**src/rtl/pc_gen.sv**
```systemverilog
// pc_gen: fetch-stage program-counter generator.
// Holds the current fetch address, advances it under a valid/ready handshake
// with instruction memory, and applies redirects with fixed priority:
// trap > mret > jump > taken branch > sequential > hold.
// Optional feature macro: PC_MISALIGN_CHK_EN. When defined, misaligned jump or
// branch targets are not loaded; the block parks in FAULT until a trap arrives.
// When undefined, target low bits are cleared and the target is always loaded.
module pc_gen #(
  parameter int                    ADDR_WIDTH  = 32,
  parameter logic [ADDR_WIDTH-1:0] RESET_ADDR  = 32'h0000_0000,
  parameter int                    INSTR_BYTES = 4
) (
  input  logic                  clk,
  input  logic                  rst_n,
  input  logic [1:0]            ctrl_trans_instr_i,
  input  logic [ADDR_WIDTH-1:0] offset_i,
  input  logic                  branch_tkn_i,
  input  logic [ADDR_WIDTH-1:0] tgt_addr_i,
  input  logic                  trap_i,
  input  logic [ADDR_WIDTH-1:0] trap_vec_i,
  input  logic                  mret_i,
  input  logic [ADDR_WIDTH-1:0] mepc_i,
  input  logic                  stall_i,
  input  logic                  fetch_ready_i,
  output logic                  fetch_valid_o,
  output logic [ADDR_WIDTH-1:0] pc_o,
  output logic [ADDR_WIDTH-1:0] pc_plus_o,
  output logic                  misalign_o,
  output logic [ADDR_WIDTH-1:0] misalign_addr_o
);

  localparam logic [1:0] CTRL_JUMP   = 2'd1;
  localparam logic [1:0] CTRL_BRANCH = 2'd2;

  localparam logic [ADDR_WIDTH-1:0] INCR       = ADDR_WIDTH'(INSTR_BYTES);
  localparam logic [ADDR_WIDTH-1:0] LOW_MASK   = INCR - ADDR_WIDTH'(1);
  localparam logic [ADDR_WIDTH-1:0] ALIGN_MASK = ~LOW_MASK;

  typedef enum logic [1:0] {
    BOOT  = 2'd0,
    RUN   = 2'd1,
    FAULT = 2'd2
  } state_e;

  state_e                state_q, state_d;
  logic [ADDR_WIDTH-1:0] pc_q, pc_d;
  logic                  misalign_q, misalign_d;
  logic [ADDR_WIDTH-1:0] misalign_addr_q, misalign_addr_d;

  logic                  take_jump;
  logic                  take_branch;
  logic [ADDR_WIDTH-1:0] target;

  // Control-transfer decode: which redirect from execute is requested and its target.
  always_comb begin
    take_jump   = 1'b0;
    take_branch = 1'b0;
    target      = '0;
    if (ctrl_trans_instr_i == CTRL_JUMP) begin
      take_jump = 1'b1;
      target    = tgt_addr_i;
    end else if (ctrl_trans_instr_i == CTRL_BRANCH && branch_tkn_i) begin
      take_branch = 1'b1;
      target      = pc_q + offset_i;
    end
  end

  // Next-state and next-pc selection for the BOOT/RUN/FAULT machine.
  always_comb begin
    state_d         = state_q;
    pc_d            = pc_q;
    misalign_d      = misalign_q;
    misalign_addr_d = misalign_addr_q;
    fetch_valid_o   = 1'b0;

    case (state_q)
      BOOT: begin
        state_d = RUN;
        if (trap_i) begin
          pc_d = trap_vec_i & ALIGN_MASK;
        end else if (mret_i) begin
          pc_d = mepc_i & ALIGN_MASK;
        end
      end

      RUN: begin
        fetch_valid_o = 1'b1;
        if (trap_i) begin
          pc_d = trap_vec_i & ALIGN_MASK;
        end else if (mret_i) begin
          pc_d = mepc_i & ALIGN_MASK;
        end else if (take_jump || take_branch) begin
`ifdef PC_MISALIGN_CHK_EN
          if ((target & LOW_MASK) != '0) begin
            state_d         = FAULT;
            misalign_d      = 1'b1;
            misalign_addr_d = target;
          end else begin
            pc_d = target;
          end
`else
          pc_d = target & ALIGN_MASK;
`endif
        end else if (fetch_ready_i && !stall_i) begin
          pc_d = pc_q + INCR;
        end
      end

      FAULT: begin
        if (trap_i) begin
          state_d    = RUN;
          pc_d       = trap_vec_i & ALIGN_MASK;
          misalign_d = 1'b0;
        end
      end

      default: begin
        state_d = BOOT;
      end
    endcase
  end

  // State, pc and fault registers with synchronous active-low reset.
  always_ff @(posedge clk) begin
    if (!rst_n) begin
      state_q         <= BOOT;
      pc_q            <= RESET_ADDR;
      misalign_q      <= 1'b0;
      misalign_addr_q <= '0;
    end else begin
      state_q         <= state_d;
      pc_q            <= pc_d;
      misalign_q      <= misalign_d;
      misalign_addr_q <= misalign_addr_d;
    end
  end

  assign pc_o            = pc_q;
  assign pc_plus_o       = pc_q + INCR;
  assign misalign_o      = misalign_q;
  assign misalign_addr_o = misalign_addr_q;

endmodule
```
**config.mk**
```make
export PLATFORM = sky130hd
export DESIGN_NAME = pc_gen
export DESIGN_NICKNAME = d
export VERILOG_FILES = /design/src/rtl/pc_gen.sv
export SDC_FILE = /design/constraint.sdc
export NUM_CORES = 1
export LEC_CHECK = 0
export BUFFER_PORTS_ARGS = -buffer_cell sky130_fd_sc_hd__buf_4
export CAP_MARGIN = 20
export CORE_MARGIN = 2
export CORE_UTILIZATION = 30
export CTS_CLUSTER_SIZE = 25
export DETAILED_ROUTE_END_ITERATION = 16
export HOLD_SLACK_MARGIN = 0.08
export PLACE_DENSITY = 0.62
export SETUP_SLACK_MARGIN = 0.02
export SLEW_MARGIN = 40
export SYNTH_ARGS = -nofsm -noshare
export SYNTH_HDL_FRONTEND = slang
export SYNTH_SLANG_ARGS = --single-unit
```
**constraint.sdc**
```tcl
create_clock -name clk -period 3.9 [get_ports clk]
set_input_delay 0.585 -clock clk [delete_from_list [all_inputs] [get_ports clk]]
set_output_delay 0.585 -clock clk [all_outputs]
set_load 0.05 [all_outputs]
```
# Word level (Yosys, flattened, before mapping)
# Index checks and enable logic that the tools add are counted.
# classes
bitwise,1
reduce_logical,8
mux,16
add_sub_neg,2
eq_ne,7
# ops
operator,count
$mux W32,9
$pmux W32 S3,1
$add A32 B3 Y32 const B,1
$add A32 B32 Y32,1
$pmux W2 S3,1
$ne A5 B5 Y1 const B,1
$eq A2 B1 Y1 const B,2
$eq A2 B2 Y1 const B,2
$mux W1,4
$reduce_and A4 Y1,1
$ne A3 B3 Y1 const B,1
$reduce_bool A3 Y1,1
$logic_and A1 B1 Y1,2
$logic_not A2 Y1,1
$mux W2,1
$ne A2 B2 Y1 const B,1
$reduce_and A2 Y1,1
$logic_not A1 Y1,1
$logic_or A1 B1 Y1,1
$not A1 Y1,1
# word_totals
register_bits,34
inputBits,137
output_inout_bits,98
word_cells,36

# Logic depth before layout (Yosys ltp)
# Gate-level depths: netlist of run 1.
# depth
word_depth,9
ltp_mapped,10
ltp_nobuf,9

# Worst setup path before layout of run 1
# No wires, ideal clock.
# synth_timing
kind,register -> output
from,"register pc_q[2], in the netlist pc_o[2]"
to,output pc_plus_o[30]
stages_incl_launch_ff,8
t_arrival_ns,2.581
required_time_ns,3.315
n_path_buf,1
slack_ns,0.734
cell_sequence,dfxtp_1 > ha_1 > and2_1 > buf_4 > nand4_4 > or4_4 > nor2_2 > xor2_2
# synth_between
elab_chain_cells,1
# synth_lines
item,line,text
start: declaration,46,"logic [ADDR_WIDTH-1:0] pc_q, pc_d;"
start signal: assignment,132,pc_q <= pc_d;
$add A32 B3 Y32,139,assign pc_plus_o = pc_q + INCR;
end: declaration,27,"output logic [ADDR_WIDTH-1:0] pc_plus_o,"
# No other way between the ends.

# Worst setup path after layout of run 1
# Same ends and word-level chain as after synthesis.

==> results of run 1 <==
## worst max-delay path, delay by kind of cell (launching register included)
kind | cells | cell delay [ns]
xor gates and xnor gates | 1 | 0.18
adders and majority gates | 1 | 0.30
buffers and inverters | 1 | 0.23
DFF | 1 | 0.57
and+or+nand+nor | 4 | 1.21
## cells in the final DEF (no fill, tap or decap), drive strengths merged, types with 13 or more instances in the layout
cell type	n
o21ai	49
nand2	45
and3	13
nand3	19
dfxtp	31
xor2	20
a221oi	17
nor2	50
a21oi	79
o211ai	17
nor3	21
conb	37
ha	30
xnor2	30
buf	200
a21o	19
## layer usage
metal	track usage (%)	vias up	wire, um
met3	7.119	41	2142
met1	28.97	2540	7920
li1	-	2669	-
met2	36.05	295	8783
met5	0	-	0
met4	8.468	0	609
## worst max path at each step
stage / start / end / depth (start not counted)
3_5_place_dp: offset_i[11] / pc_o[27] / 10
6_report: pc_o[2] / pc_plus_o[30] / 7
5_1_grt: pc_o[2] / pc_plus_o[30] / 7
3_3_place_gp: offset_i[9] / pc_o[27] / 10
4_1_cts: pc_o[2] / pc_plus_o[30] / 7
2_1_floorplan: pc_o[2] / pc_plus_o[30] / 7
## cell families (layout without fill, tap and decap cells)
group                      Yosys count  count (layout)
AOI/OAI and AO/OA                  245             245
and+or+nand+nor                    197             197
buffers and inverters               89             216
xor gates and xnor gates            50              50
DFF                                 31              31
adders and majority gates           30              30
muxes                                3               3
other                                1              37
## final cells by class
| cell class | count | area, sq um |
|---|---|---|
| tap | 188 | 235.2 |
| clock buffer | 6 | 128.9 |
| timing repair buffer | 200 | 1505 |
| fill | 1614 | 8889 |
| multi-input combinational | 562 | 3617 |
| sequential | 31 | 620.6 |
| inverter | 10 | 37.54 |
## synthesized netlist by cell type (4+ instances only)
| cell type | count | area share, % |
|---|---|---|
| xor2_1 | 19 | 3.6 |
| and3_1 | 13 | 1.8 |
| nor3_1 | 19 | 2.1 |
| nor2b_1 | 5 | 0.68 |
| clkbuf_1 | 32 | 2.6 |
| nand4_1 | 11 | 1.5 |
| dfxtp_1 | 31 | 14 |
| a211oi_1 | 11 | 1.8 |
| nor2_1 | 49 | 4.0 |
| nand2b_1 | 12 | 1.6 |
| buf_4 | 38 | 6.2 |
| a221oi_1 | 16 | 3.1 |
| o21a_1 | 4 | 0.66 |
| a221o_1 | 10 | 2.2 |
| o211ai_1 | 16 | 2.6 |
| inv_1 | 9 | 0.74 |
| o221ai_1 | 4 | 0.77 |
| nand3_1 | 19 | 2.1 |
| o21ai_0 | 47 | 5.1 |
| a21oi_1 | 78 | 8.5 |
| a22oi_1 | 6 | 0.98 |
| buf_2 | 6 | 0.66 |
| xnor2_1 | 29 | 5.5 |
| a21o_1 | 19 | 3.1 |
| a31oi_1 | 5 | 0.68 |
| and4_1 | 5 | 0.96 |
| and2_1 | 4 | 0.55 |
| ha_1 | 30 | 8.2 |
| nand2_1 | 45 | 3.7 |
## registers in the layout, summed over array words and instances, names as in the netlist
register and flops:
pc_o 30, state_q 1
## power by group
part | total (mW) | switching (mW) | internal [mW]
sequential | 0.405 | 0.0601 | 0.345
combinational | 1.04 | 0.670 | 0.367
clock | 0.391 | 0.161 | 0.230
## stage by stage
stage	power (mW)	cells	cell area (sq um)
finish	1.833	997	6145
global route	1.924	997	6145
CTS	1.827	997	6145
detailed placement	1.436	991	6016
global placement	1.433	990	6000
floorplan	1.124	682	4712
==> results.py, run 1 <==
metrics = {
    "status": {
        "outcome": "completed",
    },
    "job": {
        "maxCapViolCount": 0,
    },
    "sta": {
        "fin_crit_ns": 3.371,
        "holdWs_ns": 0.5188,
        "setup-violations-final": 0,
        "rsz0062_at_grt": "no",
        "clock-skew-final_ns": 0.004806,
        "slew-limit-headroom_pct": 56.66,
        "hold_violations": 0,
        "worstMarginPinSlew_ns": 0.6485,
        "fmax_mhz": 296.6,
        "fin_crit_sh_pct": 86.44,
        "setup_tns_ns": 0,
        "finalMaxSlewViolations": 0,
        "fin_ws_ns": 0.5289,
    },
    "yosys": {
        "syn-cell-area_sq_um": 4577,
        "synthArstFlopShare_pct": 0,
        "syn-instance-count": 646,
        "yosys.area_share.simple_pct": 21.73,
        "synth-edff-count": 0,
        "ys_warn_count": 0,
        "synth-seq-cells": 31,
        "yosysSeqAreaShare_pct": 13.56,
        "syn_avg_cell_area_sq_um": 7.085,
        "synth_compound_area_share_pct": 35.29,
        "synth_adder_area_share_pct": 8.201,
        "yosys.area_share.xor_xnor_pct": 9.896,
        "synth_cell_types": 67,
        "synth_ff_type": "dfxtp_1",
        "synth_top_family_by_area": "compound AO/OA/AOI/OAI gates",
        "synthMuxAreaShare_pct": 0.6561,
    },
    "clocking": {
        "cts_root_buffer": "clkbuf_16",
        "clockBufferDepth": 2,
        "cts_sinks": 31,
        "post-cts-setup-buffers": 0,
        "htree_levels": 2,
        "holdBufCountCts": 0,
        "numCtsBuffers": 5,
        "clk_pin_slew_ns": 0.06,
        "cts_tree": "yes",
        "cts_resized": 0,
        "insertion_delay_ns": 0.29,
    },
    "floorplan": {
        "start_util_pct": 30.45,
        "die-area_sq_um": 16260,
        "die_y_um": 127.5,
        "rows": 45,
        "die_w_um": 127.5,
        "coreArea_sq_um": 15030,
        "ioPinCount": 235,
    },
    "critical_path": {
        "cp_cell_sequence": "ha_1, and2_1, nand4_4, or4_4, nor2_2, xor2_2, buf_4",
        "r2r_cells": 9,
        "crit_type": "flop to output pin",
        "reg2reg_slack_ns": 0.90,
        "end_kind": "output pin",
        "critPathArrivalTime_ns": 2.79,
        "slowest_stage": "dfxtp_1",
        "cpPeakStageDelay_ns": 0.57,
        "startpoint_type": "flop",
        "critPathRequiredTime_ns": 3.31,
        "cp_max_fo": 10,
        "reg2reg_to": "pc_o[27]",
        "rr_startpoint": "pc_o[2]",
    },
    "min_path": {
        "hold_path_end": "pc_o[2]",
        "min_path_cells": 2,
        "hp-class": "input port to flop",
        "worstHoldStart": "trap_vec_i[2]",
    },
    "place": {
        "dpl.hpwl_mm": 14.98,
        "gp_congestion": 0.8715,
        "place_ws_ns": 0.7392,
        "io_buffers": 189,
    },
    "routing": {
        "vias": 5545,
        "drt_iter0_markers": 396,
        "wl_per_cell_um": 19.51,
        "drtAntennaViolNets": 0,
        "drc": 0,
        "via_per_inst": 5.562,
        "routed_wl_mm": 19.46,
        "dr.pass1.iters": 7,
    },
    "global_route": {
        "first_global_vias": 5249,
        "grt_pass1_wl_mm": 29.01,
        "antenna_found_initial": 0,
        "grt_use_total_pct": 22.74,
        "grt_overflow_total": 0,
        "grt_max_degree": 36,
    },
    "layout": {
        "diodes": 0,
        "layout.nets": 977,
        "fin_util_pct": 40.87,
        "syn2layout_area_growth_pct": 34.25,
        "drive_above_1_share_pct": 27.32,
    },
    "power": {
        "power.static_leakage_nw": 2.817,
        "p_per_area_nw_per_um2": 298.3,
        "ir_drop_uv": 132.9,
    },
}
(Power assumes the default switching activity.)
==> run 2: changes to the inputs <==
--- a/config.mk
+++ b/config.mk
@@ -5,14 +5,16 @@
 export SDC_FILE = /design/constraint.sdc
 export NUM_CORES = 1
 export LEC_CHECK = 0
+export ABC_AREA = 1
 export BUFFER_PORTS_ARGS = -buffer_cell sky130_fd_sc_hd__buf_4
 export CAP_MARGIN = 20
 export CORE_MARGIN = 2
 export CORE_UTILIZATION = 30
+export CTS_CLUSTER_DIAMETER = 60
 export CTS_CLUSTER_SIZE = 25
 export DETAILED_ROUTE_END_ITERATION = 16
 export HOLD_SLACK_MARGIN = 0.08
-export PLACE_DENSITY = 0.62
+export PLACE_DENSITY = 0.59
 export SETUP_SLACK_MARGIN = 0.02
 export SLEW_MARGIN = 40
 export SYNTH_ARGS = -nofsm -noshare
==> results.py, run 2 <==
metrics = {
    "sta": {
        "fmax_mhz": 354.1,
        "fin_ws_ns": 1.076,
        "fin_crit_ns": 2.824,
        "rsz0062_at_grt": "no",
        "setup_tns_ns": 0,
        "setup-violations-final": 0,
        "hold_violations": 0,
        "slew-limit-headroom_pct": 53.58,
        "worstMarginPinSlew_ns": 0.6956,
        "holdWs_ns": 0.5797,
        "fin_crit_sh_pct": 72.42,
        "clock-skew-final_ns": 0.004829,
        "finalMaxSlewViolations": 0,
    },
    "power": {
        "p_comb_share_pct": 57.7,
        "seqPwrFrac_pct": 22.2,
        "ir_drop_uv": 152.8,
        "power.static_leakage_nw": 3.855,
        "finalPower_mw": 1.912,
        "internal-power_mw": 0.9566,
        "p_per_area_nw_per_um2": 260.1,
        "switching_share_pct": 49.97,
        "p_switching_mw": 0.9554,
        "clock_power_share_pct": 20.1,
    },
    "routing": {
        "drt_iter0_markers": 496,
        "routed_wl_mm": 23.05,
        "wl_per_cell_um": 15.60,
        "vias": 7234,
        "drc": 0,
        "via_per_inst": 4.898,
        "dr.pass1.iters": 5,
        "drtAntennaViolNets": 0,
    },
    "yosys": {
        "ys_top_cells_by_count": "397 x nand2_1, 130 x inv_1, 117 x nor2_1, 70 x nand3_1, 60 x a21oi_1",
        "syn-instance-count": 1073,
        "synth_ff_type": "dfxtp_1",
        "synth_top_family_by_area": "simple AND/OR/NAND/NOR gates",
        "synth_compound_area_share_pct": 14.24,
        "yosysSeqAreaShare_pct": 10.78,
        "synthMuxAreaShare_pct": 0,
        "synth_area_leaders": "nand2_1 26%, dfxtp_1 11%, inv_1 8.5%",
        "yosys.area_share.simple_pct": 49.14,
        "syn-cell-area_sq_um": 5757,
        "yosysTopAreaCellShare_pct": 25.89,
        "syn_avg_cell_area_sq_um": 5.365,
        "synth_cell_types": 44,
        "synth-seq-cells": 31,
        "yosysMostFrequentCell": "nand2_1",
        "synthArstFlopShare_pct": 0,
        "synth.largest_area_cell": "nand2_1",
        "synth_adder_area_share_pct": 6.520,
        "ys_warn_count": 0,
        "yosys.area_share.xor_xnor_pct": 2.804,
        "synth-edff-count": 0,
    },
    "layout": {
        "largest_reg_flops": 30,
        "final_cell_count_no_fill": 1477,
        "seq_area_sq_um": 620.6,
        "finalInstanceArea_sq_um": 7351,
        "final_cell_mix": "397 x nand2_1, 194 x buf_4, 130 x inv_1, 115 x nor2_1, 70 x nand3_1",
        "diodes": 0,
        "drive_above_1_share_pct": 19.39,
        "nFillCells": 2138,
        "syn2layout_area_growth_pct": 27.69,
        "layout.nets": 1410,
        "fin_util_pct": 39.17,
        "multiInputGateArea_sq_um": 4334,
        "mostFrequentLayoutCell": "nand2_1",
    },
    "job": {
        "maxCapViolCount": 0,
    },
    "clocking": {
        "cts_tree": "yes",
        "cts_root_buffer": "clkbuf_16",
        "numCtsBuffers": 5,
        "holdBufCountCts": 0,
        "clockBufferDepth": 2,
        "cts_resized": 0,
        "clk_pin_slew_ns": 0.05,
        "post-cts-setup-buffers": 0,
        "insertion_delay_ns": 0.28,
        "htree_levels": 2,
        "cts_sinks": 31,
    },
    "floorplan": {
        "ioPinCount": 235,
        "start_util_pct": 30.67,
        "rows": 50,
        "coreArea_sq_um": 18770,
        "die_y_um": 142.5,
        "die-area_sq_um": 20310,
        "die_w_um": 142.5,
    },
    "global_route": {
        "antenna_found_initial": 0,
        "grt_use_total_pct": 22.38,
        "grt_overflow_total": 0,
        "grt_max_degree": 45,
        "grt_pass1_wl_mm": 35.80,
        "first_global_vias": 6902,
    },
    "critical_path": {
        "reg2reg_slack_ns": 1.47,
        "cp_max_fo": 7,
        "startpoint_type": "flop",
        "crit_type": "flop to output pin",
        "cp_cell_sequence": "ha_1, inv_1, nor2_4, nand4_1, or2_2, and2_1, buf_4",
        "cpPeakStageDelay_ns": 0.51,
        "critPathRequiredTime_ns": 3.31,
        "r2r_cells": 12,
        "critPathArrivalTime_ns": 2.24,
        "slowest_stage": "dfxtp_1",
        "end_kind": "output pin",
    },
    "place": {
        "gp_congestion": 0.9168,
        "place_area_sq_um": 7207,
        "dp_cells": 1470,
        "place_ws_ns": 1.325,
        "dpl.hpwl_mm": 19.29,
        "io_buffers": 189,
    },
    "status": {
        "outcome": "completed",
    },
    "min_path": {
        "min_path_cells": 3,
        "hp-class": "input port to flop",
    },
}
[run 2: cell types whose count changed after synthesis, sizes merged, moves of 15 or more]
cell	before	now
nand3	19	73
inv	10	134
o211ai	17	2
a21oi	79	61
nor2	50	128
xnor2	30	0
nand2	45	399
a21o	19	2
[run 2: worst paths after layout]
path                  from             to
max reg2reg        pc_o[4]       pc_o[14]
min reg2reg       pc_o[31]       pc_o[31]
max                pc_o[3]  pc_plus_o[20]
min          trap_vec_i[3]        pc_o[3]
[run 2: cells by family after synthesis]
logic type	Yosys count
and+or+nand+nor	658
buffers and inverters	201
AOI/OAI and AO/OA	137
DFF	31
adders and majority gates	30
xor gates and xnor gates	15
other	1
[run 2: routing by layer]
metal  up-vias  wire length (um)  global-route usage [%]
met4         0               794                   8.129
met3        48              1123                   2.389
met2       240             10330                   36.18
met5         -                 0                       0
li1       3702                 -                       -
met1      3244             10790                   30.73
[run 2: cell type report]
cell class / instances / area share (%)
timing repair buffer: 194 / 19.81
clock inverter: 1 / 0.06809
sequential: 31 / 8.443
clock buffer: 6 / 1.889
inverter: 134 / 6.843
multi-input combinational: 877 / 58.96
tap: 234 / 3.983
[run 2: power by group through the flow]
stage / registers (mW) / logic [mW] / clock network (mW)
after CTS: 0.422 / 1.10 / 0.387
after global routing: 0.429 / 1.21 / 0.402
after global placement: 0.430 / 1.09 / 0
after detailed placement: 0.428 / 1.10 / 0
after floorplan: 0.493 / 0.696 / 0
final: 0.425 / 1.10 / 0.384
[run 2: worst max-delay path: cells and delay by family, from the launching register on]
family | cells | cell delay [ns]
and+or+nand+nor | 4 | 0.85
adders and majority gates | 1 | 0.30
buffers and inverters | 2 | 0.30
DFF | 1 | 0.51
==> run 3: changes to the inputs <==
==> constraint.sdc (replaced) <==
create_clock -name clk -period 2.67 [get_ports clk]
set_input_delay 0.4005 -clock clk [delete_from_list [all_inputs] [get_ports clk]]
set_output_delay 0.4005 -clock clk [all_outputs]
set_load 0.05 [all_outputs]
==> results.py, run 3 (synthesized netlist as in run 2, its figures left out) <==
metrics = {
    "status": {
        "outcome": "completed",
    },
    "place": {
        "dpl.hpwl_mm": 19.92,
        "io_buffers": 189,
        "place_ws_ns": 0.3236,
        "gp_congestion": 0.9293,
    },
    "floorplan": {
        "die_w_um": 142.5,
        "die_y_um": 142.5,
        "ioPinCount": 235,
        "rows": 50,
        "coreArea_sq_um": 18770,
        "start_util_pct": 30.67,
        "die-area_sq_um": 20310,
    },
    "routing": {
        "drt_iter0_markers": 683,
        "routed_wl_mm": 23.70,
        "via_per_inst": 4.917,
        "wl_per_cell_um": 15.87,
        "drtAntennaViolNets": 0,
        "dr.pass1.iters": 6,
        "vias": 7341,
        "drc": 0,
    },
    "clocking": {
        "insertion_delay_ns": 0.28,
        "clk_pin_slew_ns": 0.05,
        "htree_levels": 2,
        "post-cts-setup-buffers": 0,
        "numCtsBuffers": 5,
        "cts_tree": "yes",
        "clockBufferDepth": 2,
        "cts_sinks": 31,
        "holdBufCountCts": 0,
        "cts_root_buffer": "clkbuf_16",
        "cts_resized": 0,
    },
    "critical_path": {
        "cp_top_family": "simple AND/OR/NAND/NOR gates",
        "critPathArrivalTime_ns": 2.13,
        "end_kind": "output pin",
        "critPathRequiredTime_ns": 2.27,
        "startpoint_type": "flop",
        "crit_buf_inv": 2,
        "cpPeakStageDelay_ns": 0.42,
        "slowest_stage": "dfxtp_2",
        "crit_type": "flop to output pin",
        "cp_max_fo": 7,
        "cp_cell_sequence": "ha_1, inv_1, nor2_4, nand4_1, or2_2, and2_1, buf_4",
    },
    "sta": {
        "finalMaxSlewViolations": 0,
        "fin_ws_ns": 0.1398,
        "holdWs_ns": 0.4125,
        "fin_crit_sh_pct": 94.76,
        "setup-violations-final": 0,
        "slew-limit-headroom_pct": 55.45,
        "fin_crit_ns": 2.530,
        "clock-skew-final_ns": 0.004955,
        "worstMarginPinSlew_ns": 0.6675,
        "rsz0062_at_grt": "yes",
        "fmax_mhz": 395.2,
        "hold_violations": 0,
    },
    "power": {
        "finalPower_mw": 2.849,
        "switching_share_pct": 49.96,
        "p_per_area_nw_per_um2": 380.6,
        "p_comb_share_pct": 59.3,
        "ir_drop_uv": 258.2,
        "p_switching_mw": 1.423,
        "internal-power_mw": 1.425,
        "seqPwrFrac_pct": 20.8,
        "power.static_leakage_nw": 3.937,
        "clock_power_share_pct": 19.9,
    },
    "job": {
        "maxCapViolCount": 0,
    },
    "global_route": {
        "grt_overflow_total": 0,
        "grt_pass1_wl_mm": 36.55,
        "antenna_found_initial": 0,
        "first_global_vias": 6891,
        "grt_use_total_pct": 23.05,
        "grt_max_degree": 45,
    },
    "layout": {
        "syn2layout_area_growth_pct": 30.02,
        "mostFrequentLayoutCell": "nand2_1",
        "largest_reg_flops": 30,
        "fin_util_pct": 39.88,
        "diodes": 0,
        "drive_above_1_share_pct": 20.65,
        "final_cell_mix": "397 x nand2_1, 210 x buf_4, 130 x inv_1, 115 x nor2_1, 70 x nand3_1",
        "layout.nets": 1426,
    },
    "min_path": {
        "hp-class": "input port to flop",
    },
}
[run 3: cell count changes in the layout (fill, tap and decap cells not counted), sizes merged]
cell and change:
buf +16
[run 3: worst paths after layout]
path / depth (start not counted) / endpoint / startpoint / slack (ns)
setup / recovery: 7 / pc_plus_o[20] / pc_o[3] / 0.14
hold reg to reg: 2 / pc_o[31] / pc_o[31] / 0.63
setup reg to reg: 12 / pc_o[14] / pc_o[8] / 0.31
hold / removal: 3 / pc_o[2] / trap_vec_i[2] / 0.41
[run 3: per-layer routing]
metal	GRT usage (%)	share of wire, %	up-vias
li1	-	-	3743
met1	32.85	46	3281
met2	37.98	46	294
met3	1.682	7.0	23
met4	5.055	1.6	0
met5	0	0	-
[run 3: power groups by stage]
stage / combinational (mW) / clock, mW / sequential, mW
3_5_place_dp: 1.67 / 0 / 0.598
4_1_cts: 1.68 / 0.569 / 0.589
3_3_place_gp: 1.66 / 0 / 0.598
5_1_grt: 1.84 / 0.592 / 0.598
6_report: 1.69 / 0.566 / 0.592
2_1_floorplan: 1.02 / 0 / 0.721
[run 3: area by class of cell]
type | instances | area [sq um]
fillers | 2144 | 11280
well taps | 234 | 292.8
clock buffers | 6 | 138.9
clock inverters | 1 | 5.005
repair buffers | 210 | 1577
multi-input cells | 877 | 4347
flip-flops and latches | 31 | 621.8
inverters | 134 | 503.0
[run 3: stage by stage]
stage               TNS, ns  instance area [sq um]  instances
floorplan                 0                   5899       1109
global placement    -0.1536                   7330       1486
detailed placement        0                   7335       1486
CTS                       0                   7478       1493
global route              0                   7485       1493
finish                    0                   7485       1493
[run 3: worst reg2reg max path, stage by stage, from the launching register on]
cell and delay, ns:
dfxtp_1 0.58, ha_1 0.37, nand2_1 0.14, inv_1 0.05
nand2_1 0.06, nand2_1 0.06, nand2_1 0.06, nand3b_1 0.22
or2_2 0.35, nand3_1 0.15, nand2_1 0.07, nand2_1 0.06
a21oi_1 0.06
